--- src/rtl/image_capture_pkg.sv ---
// Shared definitions for the image capture block.
//   LENGTH, WIDTH    : frame geometry (rows x columns) shared with the classifier
//   ROW_W, COL_W     : counter widths derived from the geometry
//   ROW_LAST/COL_LAST: last row/column index, typed to the counter widths
//   capture_state_t  : capture FSM states
//   frame_t          : binarized frame, frame[i][j] is row i, column j
package image_capture_pkg;

  localparam int LENGTH = 4;
  localparam int WIDTH  = 4;

  localparam int ROW_W = (LENGTH > 1) ? $clog2(LENGTH) : 1;
  localparam int COL_W = (WIDTH > 1) ? $clog2(WIDTH) : 1;

  localparam logic [ROW_W-1:0] ROW_LAST = ROW_W'(LENGTH - 1);
  localparam logic [COL_W-1:0] COL_LAST = COL_W'(WIDTH - 1);

  typedef enum logic [1:0] {
    IDLE    = 2'd0,
    CAPTURE = 2'd1,
    PUBLISH = 2'd2
  } capture_state_t;

  typedef logic [LENGTH-1:0][WIDTH-1:0] frame_t;

endpackage

--- src/rtl/image_capture_if.sv ---
// Pixel stream interface into the image capture block.
//   sof       : start-of-frame, qualifies the first pixel of a frame
//   pix_valid : pixel present on pix_data
//   pix_data  : unsigned grayscale pixel, raster order
//   threshold : binarization threshold, sampled with each accepted pixel
//   pix_ready : sink accepts a pixel this cycle
// Modports: master = pixel source, slave = image_capture.
interface image_capture_if #(
  parameter int PIX_W = 8
) ();
  logic             sof;
  logic             pix_valid;
  logic [PIX_W-1:0] pix_data;
  logic [PIX_W-1:0] threshold;
  logic             pix_ready;

  modport master (
    output sof,
    output pix_valid,
    output pix_data,
    output threshold,
    input  pix_ready
  );

  modport slave (
    input  sof,
    input  pix_valid,
    input  pix_data,
    input  threshold,
    output pix_ready
  );
endinterface

--- src/rtl/image_capture_pixel_binarizer.sv ---
// pixel_binarizer: combinational unsigned compare of one pixel against a
// threshold.
//   pix_data  : input pixel (PIX_W bits, unsigned)
//   threshold : input threshold (PIX_W bits, unsigned)
//   bin       : output, 1 when pix_data >= threshold
module pixel_binarizer #(
  parameter int PIX_W = 8
) (
  input  logic [PIX_W-1:0] pix_data,
  input  logic [PIX_W-1:0] threshold,
  output logic             bin
);
  assign bin = (pix_data >= threshold);
endmodule

--- src/rtl/image_capture.sv ---
// image_capture: collects a LENGTH x WIDTH binarized frame from a raster pixel
// stream and publishes it to the classifier with an init_out strobe.
//   clk       : rising-edge clock
//   rst       : synchronous, active-high reset
//   pix       : pixel stream (image_capture_if.slave)
//   image     : last completed binarized frame, image[i][j] = row i, column j
//   init_out  : frame-ready strobe, high HOLD_CYC cycles per completed frame
//   busy      : high while a frame is partially captured
//   frame_err : one-cycle pulse after a frame is truncated by a new sof
// Optional feature: define CAPTURE_FRAME_CHECK_EN to enable frame_err;
// otherwise frame_err is tied to 0 and restart behaviour is unchanged.
module image_capture
  import image_capture_pkg::*;
#(
  parameter int PIX_W    = 8,
  parameter int HOLD_CYC = 2
) (
  input  logic                    clk,
  input  logic                    rst,
  image_capture_if.slave          pix,
  output frame_t                  image,
  output logic                    init_out,
  output logic                    busy,
  output logic                    frame_err
);

  localparam int HOLD_W = (HOLD_CYC > 1) ? $clog2(HOLD_CYC) : 1;
  localparam logic [HOLD_W-1:0] HOLD_LAST = HOLD_W'(HOLD_CYC - 1);

  capture_state_t     state_reg, state_next;
  logic [ROW_W-1:0]   row_reg, row_next;
  logic [COL_W-1:0]   col_reg, col_next;
  frame_t             shadow_reg, shadow_next;
  frame_t             image_reg, image_next;
  logic               init_reg, init_next;
  logic [HOLD_W-1:0]  hold_reg, hold_next;

  logic               pix_bit;
  logic               accept;
  logic               wr_en;
  logic [ROW_W-1:0]   wr_row;
  logic [COL_W-1:0]   wr_col;

  pixel_binarizer #(
    .PIX_W(PIX_W)
  ) u_binarizer (
    .pix_data (pix.pix_data),
    .threshold(pix.threshold),
    .bin      (pix_bit)
  );

  assign pix.pix_ready = (state_reg != PUBLISH);
  assign accept        = pix.pix_valid && pix.pix_ready;

`ifdef CAPTURE_FRAME_CHECK_EN
  logic err_reg, err_next;
`endif

  always_comb begin
    state_next  = state_reg;
    row_next    = row_reg;
    col_next    = col_reg;
    shadow_next = shadow_reg;
    image_next  = image_reg;
    init_next   = init_reg;
    hold_next   = hold_reg;
    wr_en       = 1'b0;
    wr_row      = '0;
    wr_col      = '0;
`ifdef CAPTURE_FRAME_CHECK_EN
    err_next    = 1'b0;
`endif

    // Pick the shadow position for an accepted pixel. A sof pixel always
    // lands at (0,0), whether it starts a frame or restarts one.
    case (state_reg)
      IDLE: begin
        if (accept && pix.sof) begin
          wr_en = 1'b1;
        end
      end
      CAPTURE: begin
        if (accept) begin
          wr_en = 1'b1;
          if (pix.sof) begin
`ifdef CAPTURE_FRAME_CHECK_EN
            err_next = 1'b1;
`endif
          end else begin
            wr_row = row_reg;
            wr_col = col_reg;
          end
        end
      end
      PUBLISH: begin
        if (hold_reg == HOLD_LAST) begin
          state_next = IDLE;
          init_next  = 1'b0;
          hold_next  = '0;
        end else begin
          hold_next = hold_reg + 1'b1;
        end
      end
      default: begin
        state_next = IDLE;
        init_next  = 1'b0;
      end
    endcase

    // Store the pixel, then either advance the raster position or, on the
    // final pixel, publish the frame including the bit just written. A 1x1
    // frame completes here straight from IDLE.
    if (wr_en) begin
      shadow_next[wr_row][wr_col] = pix_bit;
      if (wr_row == ROW_LAST && wr_col == COL_LAST) begin
        image_next = shadow_next;
        init_next  = 1'b1;
        hold_next  = '0;
        state_next = PUBLISH;
        row_next   = '0;
        col_next   = '0;
      end else begin
        state_next = CAPTURE;
        if (wr_col == COL_LAST) begin
          col_next = '0;
          row_next = wr_row + 1'b1;
        end else begin
          col_next = wr_col + 1'b1;
          row_next = wr_row;
        end
      end
    end
  end

  always_ff @(posedge clk) begin
    if (rst) begin
      state_reg  <= IDLE;
      row_reg    <= '0;
      col_reg    <= '0;
      shadow_reg <= '0;
      image_reg  <= '0;
      init_reg   <= 1'b0;
      hold_reg   <= '0;
    end else begin
      state_reg  <= state_next;
      row_reg    <= row_next;
      col_reg    <= col_next;
      shadow_reg <= shadow_next;
      image_reg  <= image_next;
      init_reg   <= init_next;
      hold_reg   <= hold_next;
    end
  end

`ifdef CAPTURE_FRAME_CHECK_EN
  always_ff @(posedge clk) begin
    if (rst) begin
      err_reg <= 1'b0;
    end else begin
      err_reg <= err_next;
    end
  end
  assign frame_err = err_reg;
`else
  assign frame_err = 1'b0;
`endif

  assign image    = image_reg;
  assign init_out = init_reg;
  assign busy     = (state_reg == CAPTURE);

endmodule

--- src/flat_wrapper.sv ---
// flat-port wrapper written by rule: the top's interface ports become plain ports
module image_capture_flat import image_capture_pkg::*;
#(
  parameter int PIX_W    = 8,
  parameter int HOLD_CYC = 2
)
  (clk, rst, image, init_out, busy, frame_err, pix_sof, pix_pix_valid, pix_pix_data, pix_threshold, pix_pix_ready);
  image_capture_if #(.PIX_W(PIX_W)) pix_i ();
  input  logic clk;
  input  logic rst;
  output frame_t image;
  output logic init_out;
  output logic busy;
  output logic frame_err;
  input wire logic [$bits(pix_i.sof)-1:0] pix_sof;
  input wire logic [$bits(pix_i.pix_valid)-1:0] pix_pix_valid;
  input wire logic [$bits(pix_i.pix_data)-1:0] pix_pix_data;
  input wire logic [$bits(pix_i.threshold)-1:0] pix_threshold;
  output wire logic [$bits(pix_i.pix_ready)-1:0] pix_pix_ready;
  assign pix_i.sof = pix_sof;
  assign pix_i.pix_valid = pix_pix_valid;
  assign pix_i.pix_data = pix_pix_data;
  assign pix_i.threshold = pix_threshold;
  assign pix_pix_ready = pix_i.pix_ready;
  image_capture #(.PIX_W(PIX_W), .HOLD_CYC(HOLD_CYC)) u_core (.clk(clk), .rst(rst), .pix(pix_i), .image(image), .init_out(init_out), .busy(busy), .frame_err(frame_err));
endmodule
--- config.mk ---
export PLATFORM = sky130hd
export DESIGN_NAME = image_capture_flat
export DESIGN_NICKNAME = d
export VERILOG_FILES = /design/src/rtl/image_capture_pkg.sv /design/src/rtl/image_capture_if.sv /design/src/rtl/image_capture_pixel_binarizer.sv /design/src/rtl/image_capture.sv /design/src/flat_wrapper.sv
export SDC_FILE = /design/constraint.sdc
export NUM_CORES = 1
export LEC_CHECK = 0
export CAP_MARGIN = 20
export CORE_ASPECT_RATIO = 1.1
export CORE_UTILIZATION = 47
export DETAILED_ROUTE_END_ITERATION = 10
export GPL_TIMING_DRIVEN = 0
export PLACE_DENSITY_LB_ADDON = 0.12
export SYNTH_ARGS = -nofsm -noshare
export SYNTH_HDL_FRONTEND = slang
export SYNTH_SLANG_ARGS = --single-unit
--- constraint.sdc ---
create_clock -name clk -period 2.5 [get_ports clk]
set_input_delay 0.75 -clock clk [delete_from_list [all_inputs] [get_ports clk]]
set_output_delay 0.75 -clock clk [all_outputs]
set_load 0.005 [all_outputs]
==> impl_metrics.py, run 1 <==
metrics = {
    "setup_path": {
        "cp_slowest_stage_delay_ns": 0.45,
        "required_ns": 2.69,
        "cp_max_fo": 5,
        "path_cells": "clkdlybuf4s50_1 > inv_1 > ha_4 > a211oi_2 > o21ai_1 > a21oi_2 > buf_4 > o211ai_1 > a32o_1",
        "arrival_ns": 2.66,
        "cpMaxStageDelayCell": "clkdlybuf4s50_1",
        "cp-end-kind": "register",
        "crit_type": "input pin to register",
        "startpoint_type": "input pin",
    },
    "placed_design": {
        "gp_congestion": 0.828,
        "postPlaceCellArea_um2": 2580,
        "io_buffers": 37,
        "pre_cts_ws_ns": -0.826,
        "dpl.hpwl_um": 3370,
    },
    "drt": {
        "wl_um": 4860,
        "first_iter_violations": 74,
        "vias_per_cell": 5.48,
        "firstDrtPassIters": 4,
        "detail-route-antenna-nets": 0,
        "via_count": 1852,
        "drc_errors": 0,
        "wl_per_cell_um": 14.4,
    },
    "power_and_ir_drop": {
        "power_density_nw_per_um2": 419,
        "comb_power_share_pct": 13.3,
        "p_int_uw": 897,
        "ir_drop_mv": 0.265,
        "power.total_mw": 1.20,
        "p_leak_nw": 1.11,
        "pwr-share-clk_pct": 34.4,
        "swShare_pct": 25.3,
        "p_seq_share_pct": 52.3,
        "p_sw_uw": 303,
    },
    "yosys": {
        "synth.yosys.seq_area_share_pct": 36.5,
        "synth.net_count": 266,
        "ys_ff_latch": 39,
        "synth_cells": 230,
        "avgSynthCellArea_um2": 9.30,
        "ys_warn_count": 0,
        "synth_cell_types": 34,
        "syn_area_um2": 2140,
    },
    "grt": {
        "grt_start_max_net_pins": 12,
        "grt_remaining_overflow": 0,
        "top_usage_layer": "met2",
        "antenna_found_initial": 0,
        "met1_usage_pct": 25.8,
        "grt_usage_pct": 21.8,
        "grt_pass1_vias": 1764,
        "grt_pass1_wl_um": 8050,
        "met3_usage_pct": 5.78,
        "globalRouteMet2Util_pct": 37.4,
    },
    "layout": {
        "largest_register_ffs": 16,
        "nNetsFinal": 319,
        "drive_gt1_share_pct": 23.9,
        "diodes": 0,
        "syn_to_final_growth_pct": 33.9,
        "final_area_um2": 2860,
    },
    "flow_run": {
        "drv_cap": 0,
    },
    "timing": {
        "clock.fmax_mhz": 405,
        "setup_viol": 0,
        "worst_slack_ns": 0.0335,
        "setup_tns_ns": 0,
        "fin_crit_sh_pct": 98.7,
        "whs_ns": 0.461,
        "finalHoldViolations": 0,
        "fin_worst_skew_ns": 0.00422,
        "slew_violations": 0,
        "period_minus_slack_ns": 2.47,
    },
    "floorplanning": {
        "die-area_um2": 4830,
        "chipWidth_um": 66.3,
        "die_height_um": 72.8,
        "core_um2": 4350,
        "ios": 40,
        "rows": 25,
        "initial_core_util_pct": 49.2,
    },
    "hold_path": {
        "min_path_type": "register to register",
    },
    "run_status": {
        "status": "finished clean",
    },
    "cts": {
        "cts.htree.levels": 2,
        "cts.sinks": 39,
        "worstSkewPairLatency_ns": 0.29,
        "cts_buffer_depth": 2,
        "root_buffer": "clkbuf_8",
        "cts_inserted_buffers": 5,
        "ctsHoldBuffers": 0,
        "cts_tree": "yes",
        "clk_pin_slew_worst_paths_ns": 0.08,
    },
}
-- final timing paths --
check / endpoint / from / cells past startpoint / slack (ns)
setup / recovery: u_core.image[12]$_SDFFE_PP0P_ / pix_threshold[2] / 9 / 0.03
hold / removal: u_core.init_out$_SDFF_PP0_ / u_core.init_out$_SDFF_PP0_ / 2 / 0.46
setup reg to reg: u_core.image[7]$_SDFFE_PP0P_ / u_core.state_reg[1]$_SDFFE_PP0P_ / 7 / 0.35
hold reg to reg: u_core.init_out$_SDFF_PP0_ / u_core.init_out$_SDFF_PP0_ / 2 / 0.46
-- per-layer routing --
metal / up-vias / part of all wire, %
li1: 954 / -
met4: 0 / 1.6
met3: 9 / 4.7
met5: - / 0
met1: 845 / 45
met2: 44 / 49
-- Yosys cell counts, drive strengths merged --
master	count	area [um^2]
nand3	2	22.5
a32oi	2	17.5
and4bb	1	12.5
dfxtp	39	781
o21a	2	15.0
nor2	9	33.8
conb	1	3.75
or4b	3	30.0
nand2	6	22.5
nand2b	1	6.26
nor3	1	16.3
a21oi	19	95.1
nor4	1	21.3
or2	13	81.3
a211oi	3	22.5
a32o	12	120
a311oi	15	131
nand3b	6	45.0
buf	9	50.0
and2	18	113
o21ai	3	15.0
inv	15	56.3
a21o	1	7.51
o211ai	15	128
mux2	1	11.3
mux2i	2	20.0
clkbuf	11	41.3
a22oi	1	7.51
nor2b	2	12.5
ha	16	200
-- placed cells by master (no fill, tap or decap), types with 2 or more instances in the layout --
cell / Yosys / layout
dfxtp_1: 39 / 39
clkbuf_8: 0 / 10
nor2b_1: 2 / 2
dlygate4sd2_1: 0 / 2
buf_4: 2 / 12
a32oi_1: 2 / 2
nand2_1: 6 / 3
nor2_1: 9 / 8
a211oi_1: 3 / 2
o211ai_1: 12 / 12
ha_2: 0 / 3
o21a_1: 2 / 2
nand3b_1: 6 / 6
mux2i_1: 2 / 2
and2_1: 17 / 15
a32o_1: 12 / 12
ha_1: 16 / 10
o211ai_2: 3 / 3
a21oi_1: 19 / 17
nand2_2: 0 / 2
inv_1: 15 / 13
or4b_1: 3 / 3
a311oi_1: 15 / 15
a21oi_2: 0 / 2
ha_4: 0 / 3
or2_2: 13 / 13
clkdlybuf4s50_1: 0 / 35
buf_2: 7 / 4
and2_4: 0 / 2
o21ai_0: 3 / 2
clkbuf_1: 11 / 7
inv_2: 0 / 2
-- power groups by stage --
stage | logic [mW] | registers, mW | clock network (mW)
after floorplan | 0.0831 | 0.641 | 0
after global placement | 0.134 | 0.642 | 0
after detailed placement | 0.134 | 0.642 | 0
after CTS | 0.143 | 0.627 | 0.427
after global routing | 0.176 | 0.628 | 0.446
final | 0.160 | 0.627 | 0.412
-- timing repair --
action,CTS,global route
cloned,1,1
pin swaps,9,1
buffers inserted,7,0
endpoints found under the setup margin,22,29
resized for setup,35,12
-- critical path: cells and delay by family --
family	cells	cell delay, ns
compound gates	5	0.95
buf+inv	3	0.71
fa+ha+maj	1	0.24
-- area by class of cell --
cell class              count  area (um^2)
fillers                   375         1480
multi-input cells         156         1290
flip-flops and latches     39          781
repair buffers             46          442
plain buffers              20          148
clock buffers               7         76.3
well taps                  54         67.6
inverters                  15         56.3
clock inverters             1         5.00
-- logic make-up (layout without fill, tap and decap cells) --
logic type / count (synthesis) / after routing / share of synthesized area (%)
compound gates: 73 / 73 / 26.1
fa+ha+maj: 16 / 16 / 9.36
buf+inv: 35 / 89 / 6.90
flops: 39 / 39 / 36.5
mux: 3 / 3 / 1.46
other cells: 1 / 1 / 0.175
simple gates: 63 / 63 / 19.5
-- per-stage QoR --
stage	std cells	utilization [%]
finish	338	65.9
global route	338	65.9
CTS	337	64.9
detailed placement	321	59.3
global placement	321	59.3
floorplan	230	-
Note: power is estimated with default switching activity, not from simulation.
==> run 2, diff against run 1 <==
--- a/config.mk
+++ b/config.mk
@@ -6,11 +6,11 @@
 export NUM_CORES = 1
 export LEC_CHECK = 0
 export CAP_MARGIN = 20
-export CORE_ASPECT_RATIO = 1.1
 export CORE_UTILIZATION = 47
 export DETAILED_ROUTE_END_ITERATION = 10
 export GPL_TIMING_DRIVEN = 0
 export PLACE_DENSITY_LB_ADDON = 0.12
+export SKIP_LAST_GASP = 1
 export SYNTH_ARGS = -nofsm -noshare
 export SYNTH_HDL_FRONTEND = slang
 export SYNTH_SLANG_ARGS = --single-unit
==> impl_metrics.py, run 2 (synthesis gave the netlist of run 1 again) <==
metrics = {
    "setup_path": {
        "startpoint_type": "input pin",
        "timing.rr.end": "u_core.image[4]$_SDFFE_PP0P_",
        "cp-end-kind": "register",
        "worstReg2RegStart": "u_core.state_reg[1]$_SDFFE_PP0P_",
        "cp_slowest_stage_delay_ns": 0.37,
        "ff2ff_path_depth": 9,
        "crit_type": "input pin to register",
        "path_cells": "dlygate4sd2_1 > and4bb_4 > nand2_2 > inv_2 > ha_4 > nand2_4 > nor4_4 > nor2_4 > clkbuf_8 > a32o_1",
        "startpoint": "pix_sof",
        "arrival_ns": 2.61,
        "cpMaxStageDelayCell": "nor4_4",
        "cp-endpoint": "u_core.image[4]$_SDFFE_PP0P_",
        "required_ns": 2.69,
        "reg2reg_slack_ns": 0.32,
        "cp_max_fo": 5,
    },
    "placed_design": {
        "gp_congestion": 0.779,
        "dpl.hpwl_um": 3410,
        "dp_cells": 319,
        "postPlaceCellArea_um2": 2570,
        "io_buffers": 37,
        "pre_cts_ws_ns": -0.862,
    },
    "cts": {
        "clk_pin_slew_worst_paths_ns": 0.08,
        "cts_tree": "yes",
        "cts_inserted_buffers": 5,
        "cts.htree.levels": 2,
        "root_buffer": "clkbuf_8",
        "cts_buffer_depth": 2,
        "cts.sinks": 39,
        "worstSkewPairLatency_ns": 0.30,
    },
    "floorplanning": {
        "rows": 24,
        "die-area_um2": 4830,
        "core_um2": 4350,
        "ios": 40,
        "chipWidth_um": 69.5,
        "die_height_um": 69.5,
        "initial_core_util_pct": 49.1,
    },
    "power_and_ir_drop": {
        "power.total_mw": 1.23,
        "power_density_nw_per_um2": 430,
        "ir_drop_mv": 0.328,
        "p_leak_nw": 1.11,
    },
    "layout": {
        "final-instance-count-excl-fill": 333,
        "final_util_pct": 65.7,
        "final_area_um2": 2860,
        "final_cell_mix": "dfxtp_1 (39), clkdlybuf4s50_1 (35), a21oi_1 (17)",
        "nNetsFinal": 317,
        "fillers": 365,
        "final_common_cell": "dfxtp_1",
        "syn_to_final_growth_pct": 33.6,
        "drive_gt1_share_pct": 23.5,
        "diodes": 0,
        "largest_register_ffs": 16,
    },
    "timing": {
        "fin_worst_skew_ns": 0.00723,
        "whs_ns": 0.462,
        "fin_crit_sh_pct": 96.9,
        "worst_slack_ns": 0.0768,
        "period_minus_slack_ns": 2.42,
        "rsz0062_at_grt": "false",
        "slew_violations": 0,
        "clock.fmax_mhz": 413,
        "setup_viol": 0,
        "setup_tns_ns": 0,
        "finalHoldViolations": 0,
    },
    "drt": {
        "firstDrtPassIters": 4,
        "detail-route-antenna-nets": 0,
        "wl_per_cell_um": 14.8,
        "via_count": 1815,
        "drc_errors": 0,
        "wl_um": 4940,
        "first_iter_violations": 97,
        "vias_per_cell": 5.45,
    },
    "hold_path": {
        "holdPathStages": 2,
        "min_path_type": "register to register",
    },
    "grt": {
        "met1_usage_pct": 29.4,
        "grt_usage_pct": 21.9,
        "grt_pass1_vias": 1736,
        "grt_remaining_overflow": 0,
        "met3_usage_pct": 4.51,
        "antenna_found_initial": 0,
        "grt_start_max_net_pins": 12,
        "grt_pass1_wl_um": 8420,
        "globalRouteMet2Util_pct": 35.1,
        "top_usage_layer": "met2",
    },
    "flow_run": {
        "drv_cap": 0,
    },
    "run_status": {
        "status": "finished clean",
    },
}
[run 2: worst min-delay path by stage]
stage / end / from / slack, ns
2_1_floorplan: u_core.hold_reg$_SDFF_PP0_ / u_core.hold_reg$_SDFF_PP0_ / 0.45
3_3_place_gp: u_core.init_out$_SDFF_PP0_ / u_core.init_out$_SDFF_PP0_ / 0.45
3_5_place_dp: u_core.init_out$_SDFF_PP0_ / u_core.init_out$_SDFF_PP0_ / 0.45
4_1_cts: u_core.init_out$_SDFF_PP0_ / u_core.init_out$_SDFF_PP0_ / 0.46
5_1_grt: u_core.image[13]$_SDFFE_PP0P_ / u_core.image[13]$_SDFFE_PP0P_ / 0.50
6_report: u_core.init_out$_SDFF_PP0_ / u_core.init_out$_SDFF_PP0_ / 0.46
[run 2: report_power, final]
group / switching (mW) / leakage [nW] / internal [mW] / total (mW)
Sequential: 0.00311 / 0.315 / 0.624 / 0.628
Clock: 0.222 / 0.0470 / 0.217 / 0.439
Combinational: 0.0850 / 0.746 / 0.0784 / 0.163
Total: 0.310 / 1.11 / 0.919 / 1.23
[run 2: cell type report]
class	count	area [um^2]	area share, %
Clock inverter	1	5.00	0.175
Timing Repair Buffer	44	427	14.9
Clock buffer	6	82.6	2.89
Inverter	15	56.3	1.97
Buffer	20	148	5.16
Tap cell	52	65.1	2.28
Sequential cell	39	781	27.3
Multi-Input combinational cell	156	1290	45.3
[run 2: worst max-delay path: cells and delay by family]
kind	cells	cell delay, ns
AO/OA/AOI/OAI	1	0.20
adder cells (fa/ha/maj)	1	0.17
buffers and inverters	3	0.51
AND/OR/NAND/NOR	5	0.98
[run 2: repair_timing]
item / CTS / global route
buffers inserted: 4 / 1
hold endpoints to repair: 0 / 0
gates resized for setup: 36 / 12
pin swaps: 7 / 2
endpoints found under the setup margin: 33 / 29
hold buffers: 0 / 0
gates cloned: 1 / 1
[run 2: layer usage]
| metal | vias up | share of wire (%) |
|---|---|---|
| li1 | 948 | - |
| met1 | 823 | 48 |
| met2 | 37 | 47 |
| met5 | - | 0 |
| met4 | 0 | 1.5 |
| met3 | 7 | 3.9 |
==> run 3, diff against run 2 <==
--- a/config.mk
+++ b/config.mk
@@ -10,6 +10,7 @@
 export DETAILED_ROUTE_END_ITERATION = 10
 export GPL_TIMING_DRIVEN = 0
 export PLACE_DENSITY_LB_ADDON = 0.12
+export RECOVER_POWER = 100
 export SKIP_LAST_GASP = 1
 export SYNTH_ARGS = -nofsm -noshare
 export SYNTH_HDL_FRONTEND = slang
==> impl_metrics.py, run 3 (synthesis gave the netlist of run 1 again) <==
metrics = {
    "run_status": {
        "status": "finished clean",
    },
    "setup_path": {
        "cp-end-kind": "register",
        "arrival_ns": 2.61,
        "path_cells": "dlygate4sd2_1 > and4bb_4 > nand2_2 > inv_2 > ha_4 > nand2_4 > nor4_4 > nor2_2 > clkbuf_8 > a32o_1",
        "cp_max_fo": 5,
        "cp_slowest_stage_delay_ns": 0.35,
        "cpMaxStageDelayCell": "and4bb_4",
        "startpoint_type": "input pin",
        "required_ns": 2.69,
        "crit_type": "input pin to register",
    },
    "placed_design": {
        "dp_cells": 319,
        "gp_congestion": 0.779,
        "dpl.hpwl_um": 3410,
        "io_buffers": 37,
        "postPlaceCellArea_um2": 2570,
    },
    "layout": {
        "final-instance-count-excl-fill": 333,
        "nNetsFinal": 317,
        "final_area_um2": 2840,
        "regArea_um2": 781,
        "multi_input_area_um2": 1280,
        "fillers": 368,
        "syn_to_final_growth_pct": 32.7,
        "drive_gt1_share_pct": 23.1,
        "final_common_cell": "dfxtp_1",
        "diodes": 0,
        "final_util_pct": 65.2,
        "largest_register_ffs": 16,
        "final_cell_mix": "dfxtp_1 (39), dlygate4sd3_1 (19), a21oi_1 (17)",
    },
    "flow_run": {
        "drv_cap": 0,
    },
    "drt": {
        "wl_per_cell_um": 14.8,
        "detail-route-antenna-nets": 0,
        "via_count": 1826,
        "drc_errors": 0,
        "firstDrtPassIters": 4,
        "first_iter_violations": 70,
        "wl_um": 4940,
        "vias_per_cell": 5.48,
    },
    "timing": {
        "fin_crit_sh_pct": 96.6,
        "period_minus_slack_ns": 2.41,
        "setup_viol": 0,
        "clock.fmax_mhz": 414,
        "slew_violations": 0,
        "rsz0062_at_grt": "false",
        "fin_worst_skew_ns": 0.00802,
        "finalHoldViolations": 0,
    },
    "floorplanning": {
        "core_um2": 4350,
        "rows": 24,
        "chipWidth_um": 69.5,
        "die-area_um2": 4830,
        "ios": 40,
        "initial_core_util_pct": 49.1,
        "die_height_um": 69.5,
    },
    "grt": {
        "antenna_found_initial": 0,
        "grt_pass1_wl_um": 8420,
        "grt_start_max_net_pins": 12,
        "grt_pass1_vias": 1736,
        "grt_remaining_overflow": 0,
        "grt_usage_pct": 21.9,
    },
    "cts": {
        "cts_inserted_buffers": 5,
        "cts_tree": "yes",
        "worstSkewPairLatency_ns": 0.30,
        "cts.htree.levels": 2,
        "ctsHoldBuffers": 0,
        "cts_buffer_depth": 2,
        "root_buffer": "clkbuf_8",
        "clk_pin_slew_worst_paths_ns": 0.08,
        "cts.sinks": 39,
    },
    "power_and_ir_drop": {
        "p_leak_nw": 1.16,
        "ir_drop_mv": 0.324,
        "power_density_nw_per_um2": 432,
    },
    "hold_path": {
        "min_path_type": "register to register",
    },
}
run 3: changes by cell type in the layout (fill, tap and decap cells not counted), moves of 2 or more:
cell             change
clkdlybuf4s50_1     -19
clkbuf_4             +2
buf_4                -2
dlygate4sd3_1       +19
run 3: final timing paths:
kind              slack [ns]                      endpoint  cells past startpoint                        startpoint
hold / removal          0.46    u_core.init_out$_SDFF_PP0_                      2        u_core.init_out$_SDFF_PP0_
setup reg to reg        0.32  u_core.image[4]$_SDFFE_PP0P_                      9  u_core.state_reg[1]$_SDFFE_PP0P_
setup / recovery        0.09  u_core.image[4]$_SDFFE_PP0P_                     10                           pix_sof
hold reg to reg         0.46    u_core.init_out$_SDFF_PP0_                      2        u_core.init_out$_SDFF_PP0_
run 3: worst max-delay path, delay by kind of cell:
family / cells / cell delay (ns)
and+or+nand+nor: 5 / 0.96
buffers and inverters: 3 / 0.52
AOI/OAI and AO/OA: 1 / 0.20
adders and majority gates: 1 / 0.17
run 3: layout make-up:
| cell class | instances | share of cell area (%) |
|---|---|---|
| multi-input cells | 156 | 45.2 |
| flip-flops and latches | 39 | 27.5 |
| repair buffers | 44 | 15.0 |
| plain buffers | 20 | 4.89 |
| clock buffers | 6 | 2.91 |
| well taps | 52 | 2.29 |
| inverters | 15 | 1.98 |
| clock inverters | 1 | 0.176 |
run 3: per-layer routing:
layer / part of all wire (%) / global-route usage [%]
met3: 4.6 / 4.51
met4: 1.4 / 7.48
met2: 47 / 35.1
met5: 0 / 0
met1: 47 / 29.4
run 3: what timing repair did:
item                                    4_1_cts  5_1_grt
buffers inserted                              4        1
gates resized for setup                      36       12
endpoints found under the setup margin       33       29
cloned                                        1        1
pin swaps                                     7        2
hold endpoints to repair                      0        0
run 3: power by group:
part | leakage (nW) | internal (mW) | switching, mW
sequential | 0.315 | 0.625 | 0.00296
combinational | 0.797 | 0.0775 | 0.0841
clock | 0.0470 | 0.217 | 0.221
total | 1.16 | 0.919 | 0.308
run 3: per-stage QoR:
| stage | setup slack, ns | setup TNS [ns] | total power, mW | hold WS (ns) |
|---|---|---|---|---|
| 2_1_floorplan | 0.0152 | 0 | 0.724 | 0.445 |
| 3_3_place_gp | -0.829 | -16.61 | 0.777 | 0.448 |
| 3_5_place_dp | -0.862 | -17.53 | 0.778 | 0.450 |
| 4_1_cts | 0.0107 | 0 | 1.22 | 0.464 |
| 5_1_grt | 0.0116 | 0 | 1.27 | 0.491 |
| 6_report | 0.0855 | 0 | 1.23 | 0.459 |
